===== src/rtl/load_unit_pkg.sv =====
// Shared opcodes, FSM state encoding and alignment helpers for the load unit.
package load_unit_pkg;

  localparam logic [5:0] OP_LB  = 6'h20;
  localparam logic [5:0] OP_LH  = 6'h21;
  localparam logic [5:0] OP_LW  = 6'h23;
  localparam logic [5:0] OP_LBU = 6'h24;
  localparam logic [5:0] OP_LHU = 6'h25;

  localparam int TIMEOUT_CYC_DEF = 255;

  typedef enum logic [2:0] {
    ST_IDLE  = 3'd0,
    ST_REQ   = 3'd1,
    ST_WAIT  = 3'd2,
    ST_DONE  = 3'd3,
    ST_DRAIN = 3'd4
  } state_e;

  function automatic logic is_load(input logic [5:0] op);
    case (op)
      OP_LB, OP_LBU, OP_LH, OP_LHU, OP_LW: return 1'b1;
      default:                             return 1'b0;
    endcase
  endfunction

  function automatic logic is_misaligned(input logic [5:0] op, input logic [1:0] lo);
    case (op)
      OP_LW:         return lo != 2'b00;
      OP_LH, OP_LHU: return lo[0];
      default:       return 1'b0;
    endcase
  endfunction

endpackage


===== src/rtl/load_unit_if.sv =====
// Data-bus read port between the load unit (master) and the bus/bridge (slave).
// Handshake: bus_req stays high with bus_addr stable until a cycle where bus_gnt is
// high; bus_rvalid (with bus_rdata) may arrive in that same cycle or any later one.
interface load_unit_if;
  logic        bus_req;
  logic [31:0] bus_addr;
  logic        bus_gnt;
  logic        bus_rvalid;
  logic [31:0] bus_rdata;

  modport master (
    output bus_req, bus_addr,
    input  bus_gnt, bus_rvalid, bus_rdata
  );

  modport slave (
    input  bus_req, bus_addr,
    output bus_gnt, bus_rvalid, bus_rdata
  );
endinterface


===== src/rtl/load_unit_data_ext.sv =====
// Selects the addressed byte/halfword of a read word and sign- or zero-extends it.
module load_unit_data_ext
  import load_unit_pkg::*;
(
  input  logic [1:0]  addr_lo,
  input  logic [5:0]  opcode,
  input  logic [31:0] word,
  output logic [31:0] data
);

  logic [7:0]  byte_sel;
  logic [15:0] half_sel;

  always_comb begin
    byte_sel = word[7:0];
    case (addr_lo)
      2'd1:    byte_sel = word[15:8];
      2'd2:    byte_sel = word[23:16];
      2'd3:    byte_sel = word[31:24];
      default: byte_sel = word[7:0];
    endcase
    half_sel = addr_lo[1] ? word[31:16] : word[15:0];

    data = word;
    case (opcode)
      OP_LB:   data = {{24{byte_sel[7]}}, byte_sel};
      OP_LBU:  data = {24'h0, byte_sel};
      OP_LH:   data = {{16{half_sel[15]}}, half_sel};
      OP_LHU:  data = {16'h0, half_sel};
      default: data = word;
    endcase
  end

endmodule


===== src/rtl/load_unit.sv =====
// M-stage load unit: issues one word-aligned bus read per load and returns the
// extended result, or flags AdEL (misaligned) / bus timeout.
module load_unit
  import load_unit_pkg::*;
#(
  parameter int TIMEOUT_CYC = TIMEOUT_CYC_DEF
) (
  input  logic        clk,
  input  logic        reset,
  input  logic        req_valid,
  input  logic [5:0]  opcode,
  input  logic [31:0] addr,
  input  logic        flush,
  output logic        req_ready,
  output logic        busy,
  load_unit_if.master bus,
  output logic        rd_valid,
  output logic [31:0] rd_data,
  output logic        exc_adel,
  output logic        exc_bus,
  output state_e      dbg_state
);

  localparam logic [7:0] TMO_LIMIT = 8'(TIMEOUT_CYC);

  state_e      state_q, state_d;
  logic [5:0]  op_q, op_d;
  logic [1:0]  lo_q, lo_d;
  logic [31:0] baddr_q, baddr_d;
  logic        bus_req_q, bus_req_d;
  logic [31:0] rd_data_q, rd_data_d;
  logic        adel_q, adel_d;
  logic        ebus_q, ebus_d;
  logic [7:0]  tmo_q, tmo_d;

  logic [31:0] ext_data;
  logic [7:0]  tmo_inc;
  logic        tmo_hit;
  logic        accept;

  load_unit_data_ext u_ext (
    .addr_lo (lo_q),
    .opcode  (op_q),
    .word    (bus.bus_rdata),
    .data    (ext_data)
  );

  assign accept  = (state_q == ST_IDLE) && req_valid && is_load(opcode) && !flush;
  assign tmo_inc = tmo_q + 8'd1;
  assign tmo_hit = (tmo_inc == TMO_LIMIT);

  always_comb begin
    state_d   = state_q;
    op_d      = op_q;
    lo_d      = lo_q;
    baddr_d   = baddr_q;
    bus_req_d = bus_req_q;
    rd_data_d = rd_data_q;
    adel_d    = adel_q;
    ebus_d    = ebus_q;
    tmo_d     = tmo_q;

    case (state_q)
      ST_IDLE: begin
        if (accept) begin
          op_d   = opcode;
          lo_d   = addr[1:0];
          tmo_d  = 8'd0;
          adel_d = 1'b0;
          ebus_d = 1'b0;
          if (is_misaligned(opcode, addr[1:0])) begin
            adel_d    = 1'b1;
            rd_data_d = 32'h0;
            state_d   = ST_DONE;
          end else begin
            baddr_d   = {addr[31:2], 2'b00};
            bus_req_d = 1'b1;
            state_d   = ST_REQ;
          end
        end
      end

      ST_REQ: begin
        tmo_d = tmo_inc;
        // Response data beats the timeout; a timeout beats a bare grant.
        if (flush) begin
          bus_req_d = 1'b0;
          state_d   = (bus.bus_gnt && !bus.bus_rvalid && !tmo_hit) ? ST_DRAIN : ST_IDLE;
        end else if (bus.bus_gnt && bus.bus_rvalid) begin
          bus_req_d = 1'b0;
          rd_data_d = ext_data;
          state_d   = ST_DONE;
        end else if (tmo_hit) begin
          bus_req_d = 1'b0;
          ebus_d    = 1'b1;
          rd_data_d = 32'h0;
          state_d   = ST_DONE;
        end else if (bus.bus_gnt) begin
          bus_req_d = 1'b0;
          state_d   = ST_WAIT;
        end
      end

      ST_WAIT: begin
        tmo_d = tmo_inc;
        if (flush) begin
          state_d = (!bus.bus_rvalid && !tmo_hit) ? ST_DRAIN : ST_IDLE;
        end else if (bus.bus_rvalid) begin
          rd_data_d = ext_data;
          state_d   = ST_DONE;
        end else if (tmo_hit) begin
          ebus_d    = 1'b1;
          rd_data_d = 32'h0;
          state_d   = ST_DONE;
        end
      end

      ST_DONE: state_d = ST_IDLE;

      ST_DRAIN: begin
        tmo_d = tmo_inc;
        if (bus.bus_rvalid || tmo_hit) state_d = ST_IDLE;
      end

      default: state_d = ST_IDLE;
    endcase
  end

  always_ff @(posedge clk or negedge reset) begin
    if (!reset) begin
      state_q   <= ST_IDLE;
      op_q      <= 6'h0;
      lo_q      <= 2'b00;
      baddr_q   <= 32'h0;
      bus_req_q <= 1'b0;
      rd_data_q <= 32'h0;
      adel_q    <= 1'b0;
      ebus_q    <= 1'b0;
      tmo_q     <= 8'd0;
    end else begin
      state_q   <= state_d;
      op_q      <= op_d;
      lo_q      <= lo_d;
      baddr_q   <= baddr_d;
      bus_req_q <= bus_req_d;
      rd_data_q <= rd_data_d;
      adel_q    <= adel_d;
      ebus_q    <= ebus_d;
      tmo_q     <= tmo_d;
    end
  end

  assign req_ready    = (state_q == ST_IDLE) && !flush;
  assign busy         = (state_q != ST_IDLE);
  assign rd_valid     = (state_q == ST_DONE) && !flush;
  assign rd_data      = rd_data_q;
  assign exc_adel     = adel_q;
  assign exc_bus      = ebus_q;
  assign bus.bus_req  = bus_req_q;
  assign bus.bus_addr = baddr_q;
  assign dbg_state    = state_q;

endmodule

===== src/flat_wrapper.sv =====
// flat-port wrapper written by rule: the top's interface ports become plain ports
module load_unit_flat import load_unit_pkg::*;
#(
  parameter int TIMEOUT_CYC = TIMEOUT_CYC_DEF
)
  (clk, reset, req_valid, opcode, addr, flush, req_ready, busy, rd_valid, rd_data, exc_adel, exc_bus, dbg_state, bus_bus_req, bus_bus_addr, bus_bus_gnt, bus_bus_rvalid, bus_bus_rdata);
  load_unit_if bus_i ();
  input  logic clk;
  input  logic reset;
  input  logic req_valid;
  input  logic [5:0] opcode;
  input  logic [31:0] addr;
  input  logic flush;
  output logic req_ready;
  output logic busy;
  output logic rd_valid;
  output logic [31:0] rd_data;
  output logic exc_adel;
  output logic exc_bus;
  output state_e dbg_state;
  output wire logic [$bits(bus_i.bus_req)-1:0] bus_bus_req;
  output wire logic [$bits(bus_i.bus_addr)-1:0] bus_bus_addr;
  input wire logic [$bits(bus_i.bus_gnt)-1:0] bus_bus_gnt;
  input wire logic [$bits(bus_i.bus_rvalid)-1:0] bus_bus_rvalid;
  input wire logic [$bits(bus_i.bus_rdata)-1:0] bus_bus_rdata;
  assign bus_bus_req = bus_i.bus_req;
  assign bus_bus_addr = bus_i.bus_addr;
  assign bus_i.bus_gnt = bus_bus_gnt;
  assign bus_i.bus_rvalid = bus_bus_rvalid;
  assign bus_i.bus_rdata = bus_bus_rdata;
  load_unit #(.TIMEOUT_CYC(TIMEOUT_CYC)) u_core (.clk(clk), .reset(reset), .req_valid(req_valid), .opcode(opcode), .addr(addr), .flush(flush), .req_ready(req_ready), .busy(busy), .bus(bus_i), .rd_valid(rd_valid), .rd_data(rd_data), .exc_adel(exc_adel), .exc_bus(exc_bus), .dbg_state(dbg_state));
endmodule

===== config.mk =====
export PLATFORM = sky130hd
export DESIGN_NAME = load_unit_flat
export DESIGN_NICKNAME = d
export VERILOG_FILES = /design/src/rtl/load_unit_pkg.sv /design/src/rtl/load_unit_if.sv /design/src/rtl/load_unit_data_ext.sv /design/src/rtl/load_unit.sv /design/src/flat_wrapper.sv
export SDC_FILE = /design/constraint.sdc
export NUM_CORES = 1
export LEC_CHECK = 0
export ABC_CLOCK_PERIOD_IN_PS = 2300
export CORE_MARGIN = 2
export CORE_UTILIZATION = 41
export CTS_CLUSTER_DIAMETER = 120
export DETAILED_ROUTE_END_ITERATION = 10
export PLACE_DENSITY = 0.77
export SETUP_SLACK_MARGIN = 0.3
export SLEW_MARGIN = 25
export SYNTH_ARGS = -nofsm -noshare
export SYNTH_HDL_FRONTEND = slang
export SYNTH_SLANG_ARGS = --single-unit

===== constraint.sdc =====
create_clock -name clk -period 2.3 [get_ports clk]
set_clock_uncertainty 0.1 [all_clocks]
set_input_delay 0.345 -clock clk [delete_from_list [all_inputs] [get_ports clk]]
set_output_delay 0.345 -clock clk [all_outputs]
set_load 0.1 [all_outputs]

# == Word level (Yosys, flattened, before mapping) ==
# Cells that the tools add are included.
# word_totals
ff_bits,84
inputBits,76
mem_bits_rw,0
latchBits,0
mem_count,0
rom_bits,0
# op_classes
shift,0
addsub,1
order_cmp,0
n_mul,0
eq_ne,27
reduce_logical,29
bitwise,1
mux,45
div,0
# op_table
operator,count
$mux 32,7
$pmux 32 s4,1
$pmux 32 s3,1
$eq 6x6->1 const B,9
$mux 3,11
$pmux 8 s3,1
$mux 1,16
$mux 16,1
$pmux 8 s2,1
$ne 2x2->1 const B,6
$pmux 3 s4,1
$logic_and 1x1->1,9
$add 8x1->8 const B,1
$eq 8x8->1 const B,1
$mux 8,1
$reduce_and 4->1,2
$eq 3x2->1 const B,2
$reduce_and 6->1,1
$reduce_bool 2->1,3
$reduce_bool 3->1,2
$ne 5x3->1 const B,1
$reduce_and 5->1,1
$reduce_or 5->1,1
$eq 2x2->1 const B,2
other kinds (16),21

# == Depth between registers and ports, before layout ==
# depth
word_depth,10
ltp_mapped,7

# == Hierarchy ==
# A second synthesis with hierarchy kept.
# hier_totals
hier_cells,399
area_unflattened_um2,4734.5
# modules_own_cells
module,cells_per_inst,area_per_inst_um2,seq_area_each_um2,n_inst
load_unit,271,3719.8,2102.0,1
load_unit_data_ext,128,1014.7,0.0,1

# == Least setup slack after synthesis ==
# No wires, ideal clock.
# synth_path
path_type,register -> register
startpoint,"reg u_core.state_q[0], in the netlist u_core.dbg_state[0]"
endpoint,"reg u_core.baddr_q[10], in the netlist u_core.bus.bus_addr[10]"
synth_period_minus_slack_ps,2729
setup_ps,126
n_path_buf,2
t_arrival_ps,2503
slack_ps,-429
stages_incl_launch_ff,7
required_time_ps,2074
cell_sequence,dfrtp_1 buf_2 or4_1 a211oi_4 nand2_2 buf_2 mux2_2
# synth_between
elab_chain_len,5
# synth_rtl
item,line,text
start: declaration,load_unit.sv:26,"state_e state_q, state_d;"
start signal: assignment,load_unit.sv:141,state_q <= state_d;
$logic_not 3->1 (*),"load_unit.sv:48, load_unit.sv:63",
$logic_and 1x1->1 (3 in a row),load_unit.sv:48,assign accept = (state_q == ST_IDLE) && req_valid && is_load(opcode) && !flush;
$reduce_and 3->1 (no source line) (*),n/a,
end signal: assignment,load_unit.sv:144,baddr_q <= baddr_d;
end: declaration,load_unit.sv:29,"logic [31:0] baddr_q, baddr_d;"
# Mark *: on every way between the ends. The rest lies on a longest branch, timed or not.
# A chain may end at the register's enable or synchronous reset.

# == Worst setup path after layout ==
# layout_path
startpoint,"reg u_core.state_q[1], in the netlist u_core.dbg_state[1]"
endpoint,"reg u_core.baddr_q[23], in the netlist u_core.bus.bus_addr[23]"
# Same word-level chain as after synthesis.

==> out/results.ini <==
[place]
portBuffers = 146
dpl_cell_area_um2 = 6020
pre_cts_ws_ns = -0.152
dp_cells = 677
dpl.hpwl_um = 8470
gp_congestion = 0.895

[timing]
grt_setup_unrepaired = true
setup_violations = 0
hold_viol = 0
period_share_pct = 97.8
fmax_mhz = 444
fin_ws_ns = 0.0495
min_period_ns = 2.25
worst_hold_slack_ns = 0.363
worstMarginPinSlew_ns = 0.485
finalMaxSlewViolations = 0
max-slew-margin-rel_pct = 67.3

[layout]
num_antenna_cells = 0
fin_cells = 719
drive_gt1_share_pct = 39.3
nets = 656
postLayoutCellArea_um2 = 6910
syn_to_final_growth_pct = 61.5

[detailed_routing]
routed.top_layer = met4
drc_errors = 0
m1WireLength_um = 5350
drt_iter0_markers = 251
wl_per_cell_um = 18.3
viasPerCell = 5.59
vias = 4018
wl_met3_um = 905
drtAntennaViolNets = 0
drtPass1Iterations = 4
routed_wl_um = 13100
wl_met2_um = 6550

[global_route]
grt_overflow = 0
grt_pass1_vias = 3986
grt_pass1_wl_um = 20000
grt_max_degree = 58
antenna_found_initial = 0
gr-usage-all-layers_pct = 22.4

[critical_path]
r2r_setup_slack_ns = 0.05
critPathArrivalTime_ns = 2.37
cp_top_family = simple AND/OR/NAND/NOR gates
endpoint = u_core.bus.bus_addr[23]$_DFFE_PN0P_
cp_num_buf_inv = 2
cp-startpoint = u_core.dbg_state[1]$_DFFE_PN0P_
rr_worst_depth = 6
worst_r2r_endpoint = u_core.bus.bus_addr[23]$_DFFE_PN0P_
reg2reg_from = u_core.dbg_state[1]$_DFFE_PN0P_
worstPathRequired_ns = 2.42
crit_slowest_cell = or4_4
cp_slowest_stage_delay_ns = 0.55
path_cells = or4_4 -> a211oi_4 -> nand2_4 -> buf_12 -> clkbuf_16 -> mux2_4
critPathKind = flip-flop to flip-flop
worst_setup_path_end_kind = flip-flop
cp.depth = 6
crit_path_start_kind = flip-flop
worstPathMaxFanout = 7

[clock_tree]
cts_buffers = 9
h-tree-depth = 3
clockBufferDepth = 2
clock_latency_ns = 0.33
clock-root-buffer = clkbuf_8
cts.sinks = 84
cts_tree = built
clk_pin_slew_ns = 0.09

[yosys]
ys_seq_elements = 84
ys_seq_area_share_pct = 49.1
syn_inst = 389
netlist_area_um2 = 4280
yosysWarnings = 0
syn_avg_cell_area_um2 = 11.0
ys_types = 55
synth_edf_count = 0
ys.flop_type = dfrtp_1
async_reset_ff_share_pct = 100

[floorplan]
die_height_um = 106
pin_count = 149
start_util_pct = 41.8
rows = 37
die_w_um = 106
coreArea_um2 = 10200
dieArea_um2 = 11300

[hold_path]
hp-class = primary input to asynchronous set/reset pin

[outcome]
status = finished clean

[flow_run]
maxCapViolCount = 0

## layout by cell type (no fill, tap or decap), drive strengths merged, types with 9 or more instances in the layout
cell	netlist	final
clkbuf	19	12
a21oi	37	37
buf	11	131
mux2	33	33
nor2	33	33
o2bb2ai	18	18
nor3	9	9
nand2	13	13
clkdlybuf4s50	0	74
a211oi	9	9
o21ai	25	25
dfrtp	84	84
a21o	9	9
## stage by stage
| step | utilization (%) | setup TNS [ns] |
|---|---|---|
| final | 67.6 | 0 |
| after floorplan | - | -1.72 |
| after CTS | 64.5 | 0 |
| after global placement | 58.8 | -3.25 |
| after detailed placement | 58.8 | -6.80 |
| after global routing | 67.6 | -0.319 |
## synth_stat cells (2+ instances only)
| master | n | area (um^2) |
|---|---|---|
| buf_2 | 8 | 40.0 |
| clkbuf_1 | 19 | 71.3 |
| buf_4 | 2 | 15.0 |
| nor2b_1 | 3 | 18.8 |
| ha_1 | 2 | 25.0 |
| nor3_1 | 9 | 45.0 |
| xnor2_1 | 2 | 17.5 |
| and3_1 | 2 | 12.5 |
| nand2_1 | 12 | 45.0 |
| o22ai_1 | 3 | 18.8 |
| mux4_2 | 8 | 180 |
| o21a_1 | 8 | 60.1 |
| a2bb2oi_1 | 2 | 17.5 |
| o21ai_0 | 24 | 120 |
| or2_2 | 2 | 12.5 |
| a21oi_1 | 37 | 185 |
| a22o_1 | 8 | 70.1 |
| dfrtp_1 | 84 | 2100 |
| xor2_1 | 2 | 17.5 |
| nand2b_1 | 6 | 37.5 |
| o2bb2ai_1 | 18 | 158 |
| or3_1 | 2 | 12.5 |
| mux2i_1 | 3 | 30.0 |
| inv_1 | 8 | 30.0 |
| a21o_1 | 9 | 67.6 |
| nand3_1 | 3 | 15.0 |
| o31a_1 | 2 | 17.5 |
| o31ai_1 | 2 | 15.0 |
| a211oi_1 | 8 | 60.1 |
| mux2_2 | 33 | 372 |
| a2111oi_4 | 2 | 55.1 |
| nor2_1 | 33 | 124 |
## routing by layer
layer | up-vias | track usage (%)
met2 | 183 | 37.8
met1 | 2003 | 27.9
met5 | - | 0
met4 | 0 | 9.02
li1 | 1805 | -
met3 | 27 | 5.21
## area by class of cell
cell class | count | area (um^2)
fillers | 716 | 3320
multi-input cells | 268 | 2370
flip-flops and latches | 84 | 2110
repair buffers | 207 | 2000
well taps | 136 | 170
clock buffers | 11 | 151
clock inverters | 5 | 83.8
inverters | 8 | 30.0
## registers in the layout (all words and copies together) (netlist names)
| name | cells |
|---|---|
| u_core.exc_bus | 1 |
| u_core.lo_q | 2 |
| u_core.dbg_state | 3 |
| u_core.bus.bus_addr | 30 |
| u_core.exc_adel | 1 |
| u_core.tmo_q | 8 |
| u_core.rd_data | 32 |
| u_core.bus.bus_req | 1 |
| u_core.op_q | 6 |
## how the worst min path moves through the flow
| stage | start | end | slack [ns] | cells past startpoint |
|---|---|---|---|---|
| after global routing | reset | u_core.exc_bus$_DFFE_PN0P_ | 0.39 | 2 |
| after floorplan | reset | u_core.bus.bus_addr[10]$_DFFE_PN0P_ | -0.05 | 0 |
| final | reset | u_core.dbg_state[2]$_DFFE_PN0P_ | 0.36 | 2 |
| after detailed placement | reset | u_core.exc_bus$_DFFE_PN0P_ | 0.19 | 1 |
| after global placement | reset | u_core.dbg_state[2]$_DFFE_PN0P_ | 0.19 | 1 |
| after CTS | reset | u_core.exc_bus$_DFFE_PN0P_ | 0.37 | 2 |
## worst register-to-register path, cell delays in order (launching register included)
cell       delay [ns]
dfrtp_2          0.44
or4_4            0.55
a211oi_4         0.27
nand2_4          0.14
buf_12           0.18
clkbuf_16        0.16
mux2_4           0.30
## repair_timing
action                                  CTS  global route
gates resized for setup                  23            53
endpoints found under the setup margin   79            86
gates cloned                              5             1
hold buffers                              1             0
pin swaps                                13             6
setup buffers                            13             6
hold endpoints to repair                 27             0
## logic make-up (layout without fill, tap and decap cells)
group / after synthesis / after routing / share of synthesized area [%]
compound gates: 133 / 133 / 22.1
flops: 84 / 84 / 49.1
simple gates: 83 / 83 / 9.74
mux: 44 / 44 / 13.6
buf+inv: 38 / 231 / 3.92
xor+xnor: 4 / 4 / 0.819
fa+ha+maj: 2 / 2 / 0.585
other cells: 1 / 2 / 0.0876
Power is left out: the tool's default activity adds up to more than one toggle a clock period on the data nets, which glitch-free logic cannot reach.
==> variant 1, RTL diff (same settings) <==
Register the output `dbg_state` once more; this adds one clock of latency there. The other outputs are not delayed to match.
--- a/src/rtl/load_unit.sv
+++ b/src/rtl/load_unit.sv
@@ -158,6 +158,8 @@
   assign exc_bus      = ebus_q;
   assign bus.bus_req  = bus_req_q;
   assign bus.bus_addr = baddr_q;
-  assign dbg_state    = state_q;
+  always_ff @(posedge clk) begin
+    dbg_state <= state_q;
+  end
 
 endmodule
Function: changed (Yosys sat finds a counterexample within 4 cycles, from zero or initial values and one cycle with reset low).
==> variant 1 against the unedited design <==
  * Via count increased by 3.7%
  * Wire length increased by 1.4%
  * Synthesized area increased by 4.0%
  * Setup slack improved by 0.069 ns
  * Design area decreased by 3.3%
  * Sequential cell count increased by 3
==> variant 1: results (changes against the unedited design) <==
| Metric | Value |
|---|---|
| Placed inst area | 6140 sq um (+2.0%) |
| Synth Area per Inst | 10.7 sq um (-2.7%) |
| Register bit total from synthesis | 87 (+3.6%) |
| Final-layout fill cell count | 856 (+20%) |
| Final wirelength | 13300 um (+1.4%) |
| Inverters | 29 (+21) |
| Quantity of gates resized following cts | 15 (-35%) |
| Overall routing resource usage | 0.227 (+0.00233) |
| Area of the multi-input gates | 2180 sq um (-8.0%) |
| CP max FO | 2 (-5) |
| Hold Path Class | flip-flop to flip-flop |
| Share of cells above drive strength 1 | 0.361 (-0.0321) |
| Final Wtd Congestion | 0.929 (+3.8%) |
| First-pass GRT wire length | 20800 um (+3.9%) |
| Wire length per cell | 17.8 um (-2.8%) |
| Signal buffers share of area | 0.279 (-0.00992) |
| Placed insts | 710 (+4.9%) |
| DP Worst Slack | -0.107 ns (+0.0441 ns) |
| Die W | 108 um (+1.9%) |
| Sequential area share after synthesis | 0.486 (-0.00543) |
| Number of clock buffers in the layout | 10 (-1) |
| Fraction of area in multi-input gates | 0.326 (-0.0169) |
| Arrival @ worst endpoint | 1.74 ns (-0.63 ns) |
| Most instantiated cells after synthesis | 84 x dfrtp_1, 59 x o21ai_0, 40 x mux2_2 |
| Max incr delay on CP | 0.57 ns (+0.02 ns) |
| Largest net degree at the start of global routing | 50 (-14%) |
| Clock-cell share | 0.0281 (-0.00596) |
| DRT iter0 DRCs | 228 (-9.2%) |
| Nets | 683 (+4.1%) |
| Num CTS Buffers | 9 (unchanged) |
| Post-CTS setup buffer count | 19 (+6) |
| Count of multi-input gates | 274 (+2.2%) |
| Asr flop ratio synth | 0.966 (-0.0345) |
| Clk Latency, worst-skew pair | 0.37 ns (+0.04 ns) |
| Via count | 4165 (+3.7%) |
| Top_reg_cell synth | dfrtp_1 |
| Top post-synthesis cells by area | dfrtp_1 47%, mux2_2 10%, o21ai_0 6.6%, mux4_2 4.0%, a21oi_1 2.6% |
| Post-synth cell types | 59 (+7.3%) |
| Post-DP HPWL | 9110 um (+7.6%) |
| Reg area | 2160 sq um (+2.7%) |
| Relative slew slack | 0.568 (-0.105) |
| Status | completed |
| Non-clock buffers | 204 (-1.4%) |
## variant 1: cell types whose count changed after synthesis, sizes merged, moves of 3 or more
| cell | before | now |
|---|---|---|
| o22ai | 3 | 8 |
| o21ai | 25 | 62 |
| a22o | 8 | 0 |
| a211oi | 9 | 14 |
| mux2 | 33 | 40 |
| inv | 8 | 29 |
| nor2 | 33 | 21 |
| o2bb2ai | 18 | 3 |
| clkbuf | 19 | 15 |
| nor3 | 9 | 2 |
| dfxtp | 0 | 3 |
| a21oi | 37 | 23 |
| nor2b | 3 | 7 |
## variant 1: kinds of logic (layout without fill, tap and decap cells)
family	after synthesis	count (layout)	synth area share
flip-flops	87	87	0.486
multiplexers	49	49	0.144
buffers and inverters	57	249	0.0557
other	1	2	0.000843
adder cells (fa/ha/maj)	2	2	0.00562
AO/OA/AOI/OAI	149	150	0.217
XOR/XNOR	5	5	0.00984
AND/OR/NAND/NOR	66	66	0.0812
## variant 1: path summary, 6_finish.rpt
path                                   start                     end  slack [ns]  cells past startpoint
max reg2reg                u_core.state_q[1]  u_core.bus.bus_addr[9]        0.13                      6
min in group asynchronous              reset       u_core.rd_data[5]        0.44                      2
min                        u_core.rd_data[7]       u_core.rd_data[7]        0.39                      1
max in group asynchronous              reset       u_core.state_q[1]        1.02                      3
min reg2reg                u_core.rd_data[7]       u_core.rd_data[7]        0.39                      1
max                        u_core.state_q[1]               req_ready        0.12                      4
## variant 1: routing by layer
layer	up-vias	GRT usage	share of wire
li1	1885	-	-
met1	2036	0.288	0.40
met2	208	0.371	0.49
met3	36	0.0422	0.077
met4	0	0.114	0.032
met5	-	0	0
## variant 1: worst max-delay path: cells and delay by family, from the launching register on
kind                   cells  cell delay [ns]
and+or+nand+nor            1             0.57
DFF                        1             0.43
buffers and inverters      3             0.38
==> variant 2, RTL diff (same flow settings) <==
Made on the original files. Set the package constant `TIMEOUT_CYC_DEF` to 127 (it was 255).
--- a/src/rtl/load_unit_pkg.sv
+++ b/src/rtl/load_unit_pkg.sv
@@ -7,7 +7,7 @@
   localparam logic [5:0] OP_LBU = 6'h24;
   localparam logic [5:0] OP_LHU = 6'h25;
 
-  localparam int TIMEOUT_CYC_DEF = 255;
+  localparam int TIMEOUT_CYC_DEF = 127;
 
   typedef enum logic [2:0] {
     ST_IDLE  = 3'd0,
Behaviour: no difference found for any inputs over 4 cycles, from zero or initial values and one cycle with reset low; that may be too few to reach the edited logic, so the function may still have changed.
==> variant 2 against the unedited design <==
  * The run now ends with setup timing left
  * Via count increased by 9.1%
  * Sequential cell count unchanged
  * Utilization increased by 5.4 points
  * Wire length increased by 20%
  * Count of clock-buffer cells in the layout decreased by 2
  * Setup slack got worse by 0.10 ns
  * Worst hold slack improved by 0.011 ns
  * Design area increased by 9.5%
  * Die area increased by 2.4%
  * Global-route usage increased by 3.7 points
  * Synthesized area increased by 2.5%
==> variant 2: results (changes against the unedited design) <==
| Metric | Value |
|---|---|
| Post-synth cell types | 58 (+5.5%) |
| Violated checks | setup timing |
| Top post-synthesis cells by area | dfrtp_1 48%, mux2_2 8.2%, mux4_2 4.1%, nor2_1 3.4%, o2bb2ai_1 3.2% |
| Clk slew on worst S/H paths | 0.10 ns |
| IO buf count | 146 (unchanged) |
| Num CTS Buffers | 9 (unchanged) |
| Area of the multi-input gates | 2620 sq um (+11%) |
| DR vias/cell | 5.68 (+1.6%) |
| Share of cells above drive strength 1 | 0.484 (+0.0915) |
| Clk Latency, worst-skew pair | 0.37 ns (+0.04 ns) |
| Final-layout fill cell count | 675 (-5.7%) |
| # diodes | 0 (unchanged) |
| Max reg flops | 32 (unchanged) |
| Asr flop ratio synth | 1.00 (unchanged) |
| Sequential area share after synthesis | 0.479 (-0.0118) |
| Initial antenna violation count | 0 (unchanged) |
| CP max FO | 8 (+1) |
| Vias in the first global route | 4475 (+12%) |
| H-tree depth | 3 (unchanged) |
| First-pass GRT wire length | 23400 um (+17%) |
| Drt pass-1 iters | 5 (+1) |
| Final Wtd Congestion | 0.826 (-7.7%) |
| Top_reg_cell synth | dfrtp_1 |
| DP Worst Slack | -0.382 ns (-0.231 ns) |
| Nets | 709 (+8.1%) |
| Leakage | 3.39 nW |
| CTS root buf | clkbuf_8 |
| TNS Setup | -0.775 ns (-0.775 ns) |
| Hold Path Class | input pin to asynchronous set/reset pin |
| Most instantiated cells after synthesis | 84 x dfrtp_1, 40 x nor2_1, 32 x mux2_2 |
| Placed inst area | 6330 sq um (+5.2%) |
| Maximum VDD drop | 1.46 mV |
| Largest net degree at the start of global routing | 41 (-29%) |
| Max incr delay on CP | 0.55 ns (about the same) |
| Fin Hold WS | 0.374 ns (+0.0113 ns) |
| Wire length per cell | 20.3 um (+11%) |
| Post-DP HPWL | 9280 um (+9.7%) |
| Yosys Warn Count | 0 (unchanged) |
| Arrival @ worst endpoint | 2.52 ns (+0.15 ns) |
| DRT iter0 DRCs | 281 (+12%) |
| Status | finished with violations |
| Final worst slack | -0.0540 ns (-0.104 ns) |
| Clock Path Buffers | 2 (unchanged) |
| Final Setup Violations | 27 (+27) |
| Slew @ Worst Pin | 0.727 ns (+0.242 ns) |
| Crit-path slowest cell | or4_4 |
| Overall routing resource usage | 0.262 (+0.0373) |
[variant 2: cell count changes after synthesis, moves of 7 or more]
| cell | delta |
|---|---|
| a2111oi_0 | +9 |
| a211oi_1 | -7 |
| a21oi_1 | -21 |
| clkbuf_1 | -10 |
| mux2_1 | +7 |
| nand2_1 | +8 |
| nor2_1 | +7 |
| o21a_1 | -8 |
| o22a_1 | +8 |
| o22ai_1 | +7 |
[variant 2: worst paths after layout]
kind / start / end / depth (start not counted)
worst min-delay path: reset / u_core.rd_data[17] / 2
worst max register to register: u_core.dbg_state[2] / u_core.bus.bus_addr[12] / 7
min in group clk: u_core.op_q[5] / u_core.op_q[5] / 1
worst max-delay path: u_core.dbg_state[2] / u_core.bus.bus_addr[12] / 7
max in group asynchronous: reset / u_core.dbg_state[0] / 3
worst min register to register: u_core.op_q[5] / u_core.op_q[5] / 1
[variant 2: layer usage]
layer / global-route usage / vias up / part of all wire
met4: 0.0778 / 0 / 0.023
met5: 0 / - / 0
li1: - / 1941 / -
met2: 0.450 / 237 / 0.51
met1: 0.320 / 2175 / 0.39
met3: 0.0738 / 31 / 0.080
[variant 2: final cells by class]
class                           count  share of cell area
Multi-Input combinational cell    275               0.347
Timing Repair Buffer              253               0.322
Sequential cell                    84               0.279
Tap cell                          136              0.0225
Clock buffer                        9              0.0164
Clock inverter                      7             0.00926
Inverter                            8             0.00397
[variant 2: cells by family after synthesis]
group,Yosys count,share of synthesized area
buffers and inverters,33,0.0371
xor gates and xnor gates,5,0.00999
adders and majority gates,2,0.00571
and+or+nand+nor,100,0.114
AOI/OAI and AO/OA,117,0.207
other,1,0.000855
muxes,49,0.146
DFF,84,0.479
[variant 2: metrics by stage]
stage	instances	power (mW)
6_report	772	11.2
5_1_grt	772	11.7
4_1_cts	758	10.7
3_5_place_dp	707	8.84
3_3_place_gp	707	8.73
2_1_floorplan	392	7.16
[variant 2: what timing repair did]
item / 4_1_cts / 5_1_grt
endpoints found under the setup margin: 80 / 84
pin swaps: 46 / 16
hold endpoints to repair: 37 / 0
gates resized for setup: 81 / 34
hold buffers: 1 / 0
gates cloned: 6 / 2
buffers inserted: 28 / 12
[variant 2: worst max-delay path, delay by kind of cell (launching register included)]
family	cells	cell delay, ns
AND/OR/NAND/NOR	1	0.55
flip-flops	1	0.49
AO/OA/AOI/OAI	2	0.42
buffers and inverters	3	0.38
multiplexers	1	0.30
[variant 2: report_power, final]
group          switching, mW  leakage, nW  internal, mW  total [mW]
Sequential             0.445         1.12          1.97        2.41
Clock                  0.650       0.0887         0.420        1.07
Combinational           5.12         2.18          2.65        7.77
Total                   6.21         3.39          5.04        11.2
